File: src/rtl/slink_crc16_multibyte.sv
// CRC-16/MCRF4XX engine taking NUM_BYTES bytes per beat, with sop/eop framing,
// a partial final beat, in-line compare against crc_rx, and registered results.
module slink_crc16_multibyte #(
  parameter int NUM_BYTES = 4,
  localparam int LB_W = (NUM_BYTES > 1) ? $clog2(NUM_BYTES) : 1
) (
  input  logic                   clk,
  input  logic                   reset,
  input  logic                   init,
  input  logic                   valid,
  input  logic                   sop,
  input  logic                   eop,
  input  logic [NUM_BYTES*8-1:0] data,
  input  logic [LB_W-1:0]        last_bytes,
  input  logic                   check_en,
  input  logic [15:0]            crc_rx,
  output logic [15:0]            crc_out,
  output logic                   crc_valid,
  output logic                   crc_err,
  output logic [15:0]            byte_count,
  output logic                   busy,
  output logic                   proto_err
);

  localparam logic [15:0] CRC_INIT = 16'hFFFF;
  localparam logic [15:0] CRC_POLY = 16'h8408;
  localparam logic [16:0] CNT_SAT  = 17'h10000;

  typedef enum logic [0:0] {IDLE = 1'b0, IN_PKT = 1'b1} state_t;

  state_t      state_r, state_next_s;
  logic [15:0] acc_r, acc_next_s;
  logic [16:0] cnt_r, cnt_next_s;
  logic [4:0]  beat_len_s;
  logic [15:0] seed_s, beat_crc_s;
  logic [16:0] cnt_sum_s, cnt_sat_s;
  logic        restart_s, fin_s, perr_s;

  function automatic logic [15:0] crc_byte(input logic [15:0] crc, input logic [7:0] b);
    logic [15:0] c;
    c = crc ^ {8'h00, b};
    for (int k = 0; k < 8; k++) begin
      if (c[0]) c = (c >> 1) ^ CRC_POLY;
      else      c = c >> 1;
    end
    return c;
  endfunction

  // Bytes at or beyond n are skipped so a partial eop beat leaves them out of the CRC.
  function automatic logic [15:0] crc_beat(input logic [15:0] seed,
                                           input logic [NUM_BYTES*8-1:0] d,
                                           input logic [4:0] n);
    logic [15:0] c;
    c = seed;
    for (int i = 0; i < NUM_BYTES; i++) begin
      if (5'(i) < n) c = crc_byte(c, d[i*8 +: 8]);
      else           c = c;
    end
    return c;
  endfunction

  // Beat length, seed and running byte count for the current beat.
  always_comb begin
    if (NUM_BYTES == 1)  beat_len_s = 5'd1;
    else if (eop)        beat_len_s = 5'(last_bytes) + 5'd1;
    else                 beat_len_s = 5'(NUM_BYTES);
    restart_s  = (state_r == IDLE) || sop;
    seed_s     = restart_s ? CRC_INIT : acc_r;
    beat_crc_s = crc_beat(seed_s, data, beat_len_s);
    cnt_sum_s  = (restart_s ? 17'd0 : cnt_r) + 17'(beat_len_s);
    cnt_sat_s  = (cnt_sum_s > CNT_SAT) ? CNT_SAT : cnt_sum_s;
  end

  // Framing next-state logic; a sop always restarts, even mid-packet.
  always_comb begin
    state_next_s = state_r;
    acc_next_s   = acc_r;
    cnt_next_s   = cnt_r;
    fin_s        = 1'b0;
    perr_s       = 1'b0;
    if (valid) begin
      case (state_r)
        IDLE: begin
          if (sop) begin
            if (eop) begin
              fin_s = 1'b1;
            end else begin
              state_next_s = IN_PKT;
              acc_next_s   = beat_crc_s;
              cnt_next_s   = cnt_sat_s;
            end
          end else begin
            perr_s = 1'b1;
          end
        end
        IN_PKT: begin
          perr_s = sop;
          if (eop) begin
            fin_s        = 1'b1;
            state_next_s = IDLE;
            acc_next_s   = CRC_INIT;
            cnt_next_s   = 17'd0;
          end else begin
            acc_next_s = beat_crc_s;
            cnt_next_s = cnt_sat_s;
          end
        end
        default: begin
          state_next_s = IDLE;
          acc_next_s   = CRC_INIT;
          cnt_next_s   = 17'd0;
        end
      endcase
    end else begin
      state_next_s = state_r;
    end
  end

  // State, accumulator and registered outputs.
  always_ff @(posedge clk or posedge reset) begin
    if (reset) begin
      state_r    <= IDLE;
      acc_r      <= CRC_INIT;
      cnt_r      <= 17'd0;
      crc_out    <= CRC_INIT;
      byte_count <= 16'd0;
      crc_valid  <= 1'b0;
      crc_err    <= 1'b0;
      busy       <= 1'b0;
      proto_err  <= 1'b0;
    end else if (init) begin
      state_r   <= IDLE;
      acc_r     <= CRC_INIT;
      cnt_r     <= 17'd0;
      crc_valid <= 1'b0;
      crc_err   <= 1'b0;
      busy      <= 1'b0;
      proto_err <= 1'b0;
    end else begin
      state_r   <= state_next_s;
      acc_r     <= acc_next_s;
      cnt_r     <= cnt_next_s;
      crc_valid <= fin_s;
      busy      <= (state_next_s == IN_PKT);
      proto_err <= perr_s;
      if (fin_s) begin
        crc_out    <= beat_crc_s;
        byte_count <= cnt_sat_s[16] ? 16'hFFFF : cnt_sat_s[15:0];
        crc_err    <= check_en && (beat_crc_s != crc_rx);
      end else begin
        crc_err <= crc_err;
      end
    end
  end

endmodule

File: config.mk
export PLATFORM = sky130hd
export DESIGN_NAME = slink_crc16_multibyte
export DESIGN_NICKNAME = d
export VERILOG_FILES = /design/src/rtl/slink_crc16_multibyte.sv
export SDC_FILE = /design/constraint.sdc
export NUM_CORES = 1
export LEC_CHECK = 0
export CORE_UTILIZATION = 57
export DETAILED_ROUTE_END_ITERATION = 10
export GPL_ROUTABILITY_DRIVEN = 0
export MAX_ROUTING_LAYER = met4
export PLACE_DENSITY = 0.91
export RECOVER_POWER = 100
export SLEW_MARGIN = 15
export SYNTH_ARGS = -nofsm -noshare
export SYNTH_HDL_FRONTEND = slang
export SYNTH_SLANG_ARGS = --single-unit
export TNS_END_PERCENT = 10
File: constraint.sdc
create_clock -name clk -period 6.25 [get_ports clk]
set_clock_uncertainty 0.15 [all_clocks]
set_input_delay 1.875 -clock clk [delete_from_list [all_inputs] [get_ports clk]]
set_output_delay 1.875 -clock clk [all_outputs]
set_load 0.02 [all_outputs]
==> summary.txt, run 1 <==
Status
  • Status: did not finish
  • Fail Step: global routing
  • Tool error: [ERROR GRT-0232] Routing congestion too high. Check the congestion heatmap in the GUI.

Synthesis
  • Asr flop ratio synth: 100.0%
  • Top-count cell post-synth: nand2_1
  • Synth top area share: 13.51%
  • Syn Nets: 882
  • Dominant cell type by area after synthesis: dfrtp_1
  • Post-synthesis cell count: approximately 820
  • Synthesized area: 0.006855 mm^2
  • Top cells by count, synth: nand2_1 (89), nor2_1 (79), xnor2_1 (78)
  • Post-synth EDFFs: 0
  • Seq/Total Area, Yosys: between 20% and 30%
  • Avg Cell Area, Syn: around 8.4 um^2
  • Yosys warns: 0
  • Yosys cell types: 85
  • Seq cells post-synth: 69
  • Dominant synthesized flop cell: dfrtp_1
  • Synth area leaders: dfrtp_1 (14%), dfstp_2 (12%), xnor2_1 (10%), xor2_1 (5.0%), nand2_1 (4.9%)

Clock tree
  • Cts bufs inserted: 9
  • Hold_buf cts: 0
  • Htree depth: 3
  • Root Buffer: clkbuf_16
  • Max Root-Sink Buffers: 2
  • CTS sink count: 69

Floorplan
  • Chip Width: between 100 and 150 um
  • Row Count: 39
  • Initial Util: 59.28%
  • IO Pins: 93
  • Chip height: approximately 110 um

GRT
  • Total GRT Usage: about 77%
  • Largest net degree at the start of global routing: 37
  • Grt total ovfl: 9

Placement
  • Post-DP HPWL: 18940 um
  • PortBufs: between 90 and 100

STA
  • Worst EP kind: register input
  • Worst setup endpoint GRT: crc_err$_DFFE_PP0P_/D
[metal layers]
metal  track usage (%)  GRT overflow
met3             64.56             0
met4             72.34             2
met5                 -             -
met2             90.72             7
met1             76.39             0
[through the flow]
step | instance area [um^2] | setup WS (ns) | hold WS (ns) | setup TNS, ns | instances
floorplan | 6855 | 0.06748 | 0.2918 | 0 | 819
global placement | 8920 | -0.4281 | 0.2920 | -0.5822 | 1162
detailed placement | 8920 | -0.5311 | 0.3029 | -1.250 | 1162
CTS | 9633 | 0.004413 | 0.3141 | 0 | 1190
[cells by family after synthesis]
| logic type | synth area share [%] |
|---|---|
| flops | 25.77 |
| fa+ha+maj | 1.205 |
| xor+xnor | 22.91 |
| buf+inv | 3.906 |
| compound gates | 21.97 |
| mux | 2.738 |
| simple gates | 21.50 |
[timing repair]
action / in CTS
gates cloned: 1
buffers inserted: 11
resized for setup: 62
pin swaps: 22
endpoints found under the setup margin: 1
==> run 2: changes to the inputs <==
- CORE_UTILIZATION: 57 -> 40
- MAX_ROUTING_LAYER: met4 -> default
- PLACE_DENSITY: 0.91 -> default
- PLACE_DENSITY_LB_ADDON: default -> 0.15
==> run 2 against run 1 <==
Compared with the run above:
- the flow now finishes, with violations (capacitance limit, slew limit)
- synthesized area unchanged
- synthesized cell count unchanged
==> summary.txt, run 2 <==
STA
  • Minimum clock period: slightly above 6 ns
  • Fin. max-slew vios: between 40 and 50
  • Final worst path period share: 97.77%
  • Hold Slack: roughly 0.3 ns
  • Final hold vios: 0
  • Worst-margin pin slew: roughly 1.6 ns
  • Slew Limit Headroom: -8.129%
  • Final worst slack: 0.1391 ns
  • Final Setup Violations: 0
  • Sum Neg Setup Slack: 0 ns
  • FMAX: between 0.15 and 0.2 GHz

Synthesis
  • Post-synthesis cell count: 819 (unchanged)
  • Yosys warns: 0 (unchanged)
  • Synthesized area: 0.006855 mm^2 (unchanged)
  • Synth area leaders: dfrtp_1 (14%), dfstp_2 (12%), xnor2_1 (10%), xor2_1 (5.0%), nand2_1 (4.9%) (unchanged)
  • Yosys cell types: 85 (unchanged)
  • Seq/Total Area, Yosys: 25.77% (unchanged)
  • Syn Nets: 882 (unchanged)
  • Seq cells post-synth: 69 (unchanged)
  • Synth top area share: 13.51% (unchanged)
  • Top cells by count, synth: nand2_1 (89), nor2_1 (79), xnor2_1 (78) (unchanged)
  • Asr flop ratio synth: 100.0% (unchanged)
  • Top-count cell post-synth: nand2_1 (unchanged)
  • Post-synth EDFFs: 0 (unchanged)
  • Dominant synthesized flop cell: dfrtp_1 (unchanged)
  • Dominant cell type by area after synthesis: dfrtp_1 (unchanged)
  • Avg Cell Area, Syn: 8.370 um^2 (unchanged)

Final layout
  • # fillers: approximately 1500
  • Final nets: 1106
  • Commonest non-fill, non-tap cell in the layout: buf_4
  • Reg with most FFs: cnt_r
  • Most frequent cells in the layout: buf_4 (164), nand2_1 (88), nor2_1 (75), xnor2_1 (73), clkdlybuf4s50_1 (54)
  • Share of layout cells above drive strength 1: between 20% and 30%
  • # diodes: 0
  • Max reg flops: 17
  • Area grow syn2layout: 41.18%

Floorplan
  • Chip height: 132.9 um (was 111.7 um)
  • Chip Width: 132.9 um (was 111.7 um)
  • Row Count: 47 (was 39)
  • Initial Util: 41.19% (was 59.28%)
  • Die footprint: about 0.018 mm^2
  • IO Pins: 93 (unchanged)
  • Core area: between 0.015 and 0.02 mm^2

Setup path
  • Worst setup EP type: flip-flop
  • CP Class: primary input to flip-flop
  • CP arrival: slightly above 6 ns
  • CP required: about 6.3 ns
  • CP Max Fanout: 7
  • Setup crit start kind: primary input
  • Crit-path max cell delay: 0.48 ns
  • Worst Path Buf+Inv: 3
  • Family with the most delay on the worst path: simple AND/OR/NAND/NOR gates
  • Worst path cell trace: clkdlybuf4s50_1 > inv_1 > ha_1 > buf_4 > nor2b_1 > xnor2_1 > xnor3_1 > or3_4 > and3_1 > o31a_1 > nor2_4 > xnor2_2 > xnor3_2 > xor2_4 > nor3b_1 > a211o_1 > a221o_1 > nor4_2 > a31oi_1
  • CP max-delay cell: clkdlybuf4s50_1

Clock tree
  • Skew-Pair Late Insertion Delay: approximately 0.33 ns
  • Cts bufs inserted: 9 (unchanged)
  • Max Root-Sink Buffers: 2 (unchanged)
  • Hold_buf cts: 0 (unchanged)
  • Htree depth: 3 (unchanged)
  • Root Buffer: clkbuf_16 (unchanged)
  • CTS clk-pin slew, worst paths: ~0.05 ns
  • CTS tree: done
  • CTS sink count: 69 (unchanged)

Power
  • Worst vdd ir: 0.3219 mV
  • Leak: about 4.1 nW
  • P per Cell Area: 431.5 mW/mm^2

Placement
  • PortBufs: 92 (unchanged)
  • Setup WS pre-CTS: -0.3617 ns (was -0.5311 ns)
  • Post-DP HPWL: 18120 um (was 18940 um)

Status
  • Status: finished with violations (was did not finish)
  • Violated checks: capacitance limit, slew limit

Drt
  • Post-Route WL: 23240 um
  • First-pass DRT Iterations: 5
  • Drt via density: roughly 5.5
  • DRC Markers: 0
  • Vias post-DR: 7001
  • WL per Instance: 18.33 um
  • Final ANT Viol Nets: 0
  • Iter 0 DRT Violations: between 500 and 600

Job
  • Max Cap Viol: 1

GRT
  • Total GRT Usage: between 20% and 30%
  • Grt total ovfl: 0
  • Vias in the first global route: ~6700
  • First-pass GRT wire length: ~36000 um
  • Antenna violations before repair: 0
  • Largest net degree at the start of global routing: 44

Worst hold path
  • Hold WC Path Type: flip-flop to flip-flop
==> run 2: tightest hold or removal path, delay by kind of cell, from the launching register on <==
family | cells | cell delay (ns)
DFF | 1 | 0.37
and+or+nand+nor | 2 | 0.09
==> run 2: area by class of cell <==
class / count / area [um^2] / area share [%]
clock buffers: 14 / 254.0 / 2.624
multi-input cells: 687 / 5101 / 52.71
clock inverters: 2 / 35.03 / 0.3620
inverters: 17 / 63.81 / 0.6593
flip-flops and latches: 69 / 1767 / 18.25
well taps: 220 / 275.3 / 2.844
repair buffers: 259 / 2182 / 22.55
==> run 2: metal layers <==
metal | part of all wire (%) | track usage [%] | vias up
met3 | 5.4 | 3.027 | 40
li1 | - | - | 3397
met4 | 2.6 | 9.132 | 0
met2 | 46 | 41.24 | 243
met1 | 46 | 36.97 | 3321
met5 | 0 | 0 | -
==> run 2: repair_timing <==
action,4_1_cts,5_1_grt
endpoints found under the setup margin,1,7
setup buffers,0,6
pin swaps,0,16
resized for setup,1,47
hold endpoints to repair,0,0
==> run 2: where the power goes <==
group	total, mW	switching [mW]	internal, mW
combinational	2.98	1.47	1.51
clock	0.495	0.175	0.319
sequential	0.698	0.0972	0.601
total	4.18	1.74	2.44
==> run 2: logic make-up (layout without fill, tap and decap cells) <==
family          count (synthesis)  count (layout)  synth area share (%)
compound gates                221             221                 21.97
flops                          69              69                 25.77
fa+ha+maj                       6               6                 1.205
xor+xnor                      142             142                 22.91
mux                            17              17                 2.738
buf+inv                        63             292                 3.906
simple gates                  301             301                 21.50
==> run 2: worst paths after layout <==
kind,start,to,slack (ns),depth (start not counted)
worst max-delay path,sop,crc_err,0.14,19
worst min-delay path,crc_out[13],crc_out[13],0.31,2
worst max register to register,acc_r[0],crc_err,1.62,15
worst min register to register,crc_out[13],crc_out[13],0.31,2
max in group asynchronous,reset,cnt_r[1],1.56,3
min in group asynchronous,reset,byte_count[12],2.34,2
==> run 2: stage by stage <==
step                std cells  area (um^2)  util (%)  power (mW)
global placement         1246         9069     54.49       3.486
global route             1268         9678     58.15       4.392
detailed placement       1246         9069     54.49       3.478
finish                   1268         9678     58.15       4.176
CTS                      1262         9365     56.27       4.012
floorplan                 819         6855         -       2.218
(Power assumes the default switching activity.)
==> run 3: changes to the inputs <==
- CTS_BUF_LIST: default -> sky130_fd_sc_hd__clkbuf_4
==> run 3 against run 2 <==
Compared with the run above:
- power decreased by 6.6%
- core utilization is 1.8 points lower
- flip-flop and latch count unchanged
- clock power decreased by 41%
- the run still ends with capacitance limit, slew limit left
- global-route usage is 0.090 points lower
- routed wire length decreased by 1.0%
- largest cell class unchanged
- largest power group unchanged
==> summary.txt, run 3 (synthesis results as in run 2) <==
Drt
  • DRC Markers: 0 (unchanged)
  • WL met3: 1238 um (was 1249 um)
  • Iter 0 DRT Violations: 514 (was 512)
  • Met1 WL: 10620 um (was 10720 um)
  • Vias post-DR: 7045 (was 7001)
  • First-pass DRT Iterations: 5 (unchanged)
  • Drt via density: 5.560 (was 5.521)
  • Top layer in use: met4 (unchanged)
  • Met2 WL: 10570 um (was 10670 um)
  • Final ANT Viol Nets: 0 (unchanged)
  • WL per Instance: 18.15 um (was 18.33 um)
  • Post-Route WL: 23000 um (was 23240 um)

STA
  • Minimum clock period: 6.116 ns (was 6.111 ns)
  • Final Setup Violations: 0 (unchanged)
  • Slew Limit Headroom: -7.485% (was -8.129%)
  • FMAX: 0.1635 GHz (was 0.1636 GHz)
  • Fin. max-slew vios: 44 (unchanged)
  • Final worst path period share: 97.85% (was 97.77%)
  • Final hold vios: 0 (unchanged)
  • Worst-margin pin slew: 1.610 ns (was 1.620 ns)
  • Final worst slack: 0.1341 ns (was 0.1391 ns)

Placement
  • PortBufs: 92 (unchanged)
  • Post-place instance area: 0.009069 mm^2 (unchanged)
  • Post-DP HPWL: 18120 um (unchanged)
  • Setup WS pre-CTS: -0.3617 ns (unchanged)

Floorplan
  • Row Count: 47 (unchanged)
  • Chip height: 132.9 um (unchanged)
  • Initial Util: 41.19% (unchanged)
  • Chip Width: 132.9 um (unchanged)
  • IO Pins: 93 (unchanged)
  • Core area: 0.01664 mm^2 (unchanged)
  • Die footprint: 0.01767 mm^2 (unchanged)

GRT
  • First-pass GRT wire length: 35680 um (was 35800 um)
  • Grt total ovfl: 0 (unchanged)
  • Total GRT Usage: 26.09% (was 26.19%)
  • Vias in the first global route: 6631 (was 6657)
  • Antenna violations before repair: 1 (was 0)
  • Largest net degree at the start of global routing: 44 (unchanged)

Clock tree
  • Hold_buf cts: 0 (unchanged)
  • Max Root-Sink Buffers: 2 (unchanged)
  • CTS clk-pin slew, worst paths: 0.10 ns (was 0.05 ns)
  • CTS sink count: 69 (unchanged)
  • Root Buffer: clkbuf_4 (was clkbuf_16)
  • Htree depth: 3 (unchanged)
  • Skew-Pair Late Insertion Delay: 0.42 ns (was 0.33 ns)
  • Cts bufs inserted: 9 (unchanged)
  • CTS tree: done (unchanged)

Setup path
  • CP Max Fanout: 7 (unchanged)
  • CP Class: primary input to flip-flop (unchanged)
  • Worst setup EP type: flip-flop (unchanged)
  • Setup crit start kind: primary input (unchanged)
  • CP arrival: 6.26 ns (was 6.16 ns)
  • CP required: 6.39 ns (was 6.30 ns)

Final layout
  • Final nets: 1104 (was 1106)
  • Area grow syn2layout: 36.70% (was 41.18%)
  • Most frequent cells in the layout: buf_4 (162), nand2_1 (88), nor2_1 (77), xnor2_1 (74), clkdlybuf4s50_1 (55) (was buf_4 (164), nand2_1 (88), nor2_1 (75), xnor2_1 (73), clkdlybuf4s50_1 (54))
  • Final Instance Area: 0.009371 mm^2 (was 0.009678 mm^2)
  • Commonest non-fill, non-tap cell in the layout: buf_4 (unchanged)
  • Share of layout cells above drive strength 1: 25.14% (was 27.00%)
  • Reg with most FFs: cnt_r (unchanged)
  • Max reg flops: 17 (unchanged)

Job
  • Max Cap Viol: 1 (unchanged)

Worst hold path
  • Hold WC Path Type: flip-flop to flip-flop (unchanged)

Status
  • Status: finished with violations (unchanged)
  • Violated checks: capacitance limit, slew limit (unchanged)

Power
  • P per Cell Area: 416.4 mW/mm^2 (was 431.5 mW/mm^2)
  • Leak: 4.003 nW (was 4.107 nW)
  • Worst vdd ir: 0.2982 mV (was 0.3219 mV)
[run 3: area by class of cell]
class,instances,area [um^2]
clock inverters,3,38.79
flip-flops and latches,69,1767
well taps,220,275.3
repair buffers,257,2165
fillers,1563,7271
multi-input cells,687,4962
diodes,1,2.502
inverters,17,63.81
clock buffers,13,97.59
[run 3: per-stage QoR]
stage	utilization, %	power, mW	instances	setup TNS (ns)	hold WS, ns
2_1_floorplan	-	2.218	819	0	0.2918
3_3_place_gp	54.49	3.486	1246	-0.6578	0.2940
3_5_place_dp	54.49	3.478	1246	-0.9062	0.2982
4_1_cts	55.31	3.792	1262	0	0.3201
5_1_grt	56.31	4.106	1267	-0.009114	0.3336
6_report	56.31	3.902	1267	0	0.3160
[run 3: path summary, 6_finish.rpt]
kind / start / to / slack (ns) / cells past startpoint
worst max-delay path: sop / crc_err / 0.13 / 19
worst min-delay path: crc_out[13] / crc_out[13] / 0.32 / 2
worst max register to register: acc_r[0] / crc_err / 1.59 / 15
worst min register to register: crc_out[13] / crc_out[13] / 0.32 / 2
max in group asynchronous: reset / cnt_r[1] / 1.65 / 3
min in group asynchronous: reset / byte_count[1] / 2.23 / 2
[run 3: routing by layer]
metal	up-vias	GRT usage [%]
met5	-	0
met4	0	8.685
li1	3411	-
met1	3359	37.05
met3	34	2.644
met2	241	41.33
[run 3: power breakdown]
part / total (mW) / internal (mW) / switching (mW)
logic: 2.92 / 1.48 / 1.44
registers: 0.696 / 0.600 / 0.0968
clock network: 0.290 / 0.139 / 0.151
total: 3.90 / 2.22 / 1.69
[run 3: worst max-delay path: stages]
cell             delay [ns]
clkdlybuf4s50_1        0.48
inv_1                  0.05
ha_1                   0.20
buf_4                  0.17
nor2b_1                0.15
xnor2_1                0.19
xnor3_1                0.25
or3_1                  0.45
and3_1                 0.18
o31a_1                 0.34
nor2_4                 0.14
xnor2_1                0.20
xnor3_2                0.37
xor2_4                 0.23
nor3b_1                0.08
a211o_1                0.27
a221o_1                0.31
nor4_2                 0.22
a31oi_1                0.11
[run 3: repair_timing]
item,4_1_cts,5_1_grt
gates resized for setup,0,23
endpoints found under the setup margin,0,2
hold endpoints to repair,0,0
buffers inserted,0,4
==> run 4: changes to the inputs <==
- SKIP_LAST_GASP: default -> 1
==> results of run 4 <==
No change in the layout: final DEF, timing and power equal those of run 3.
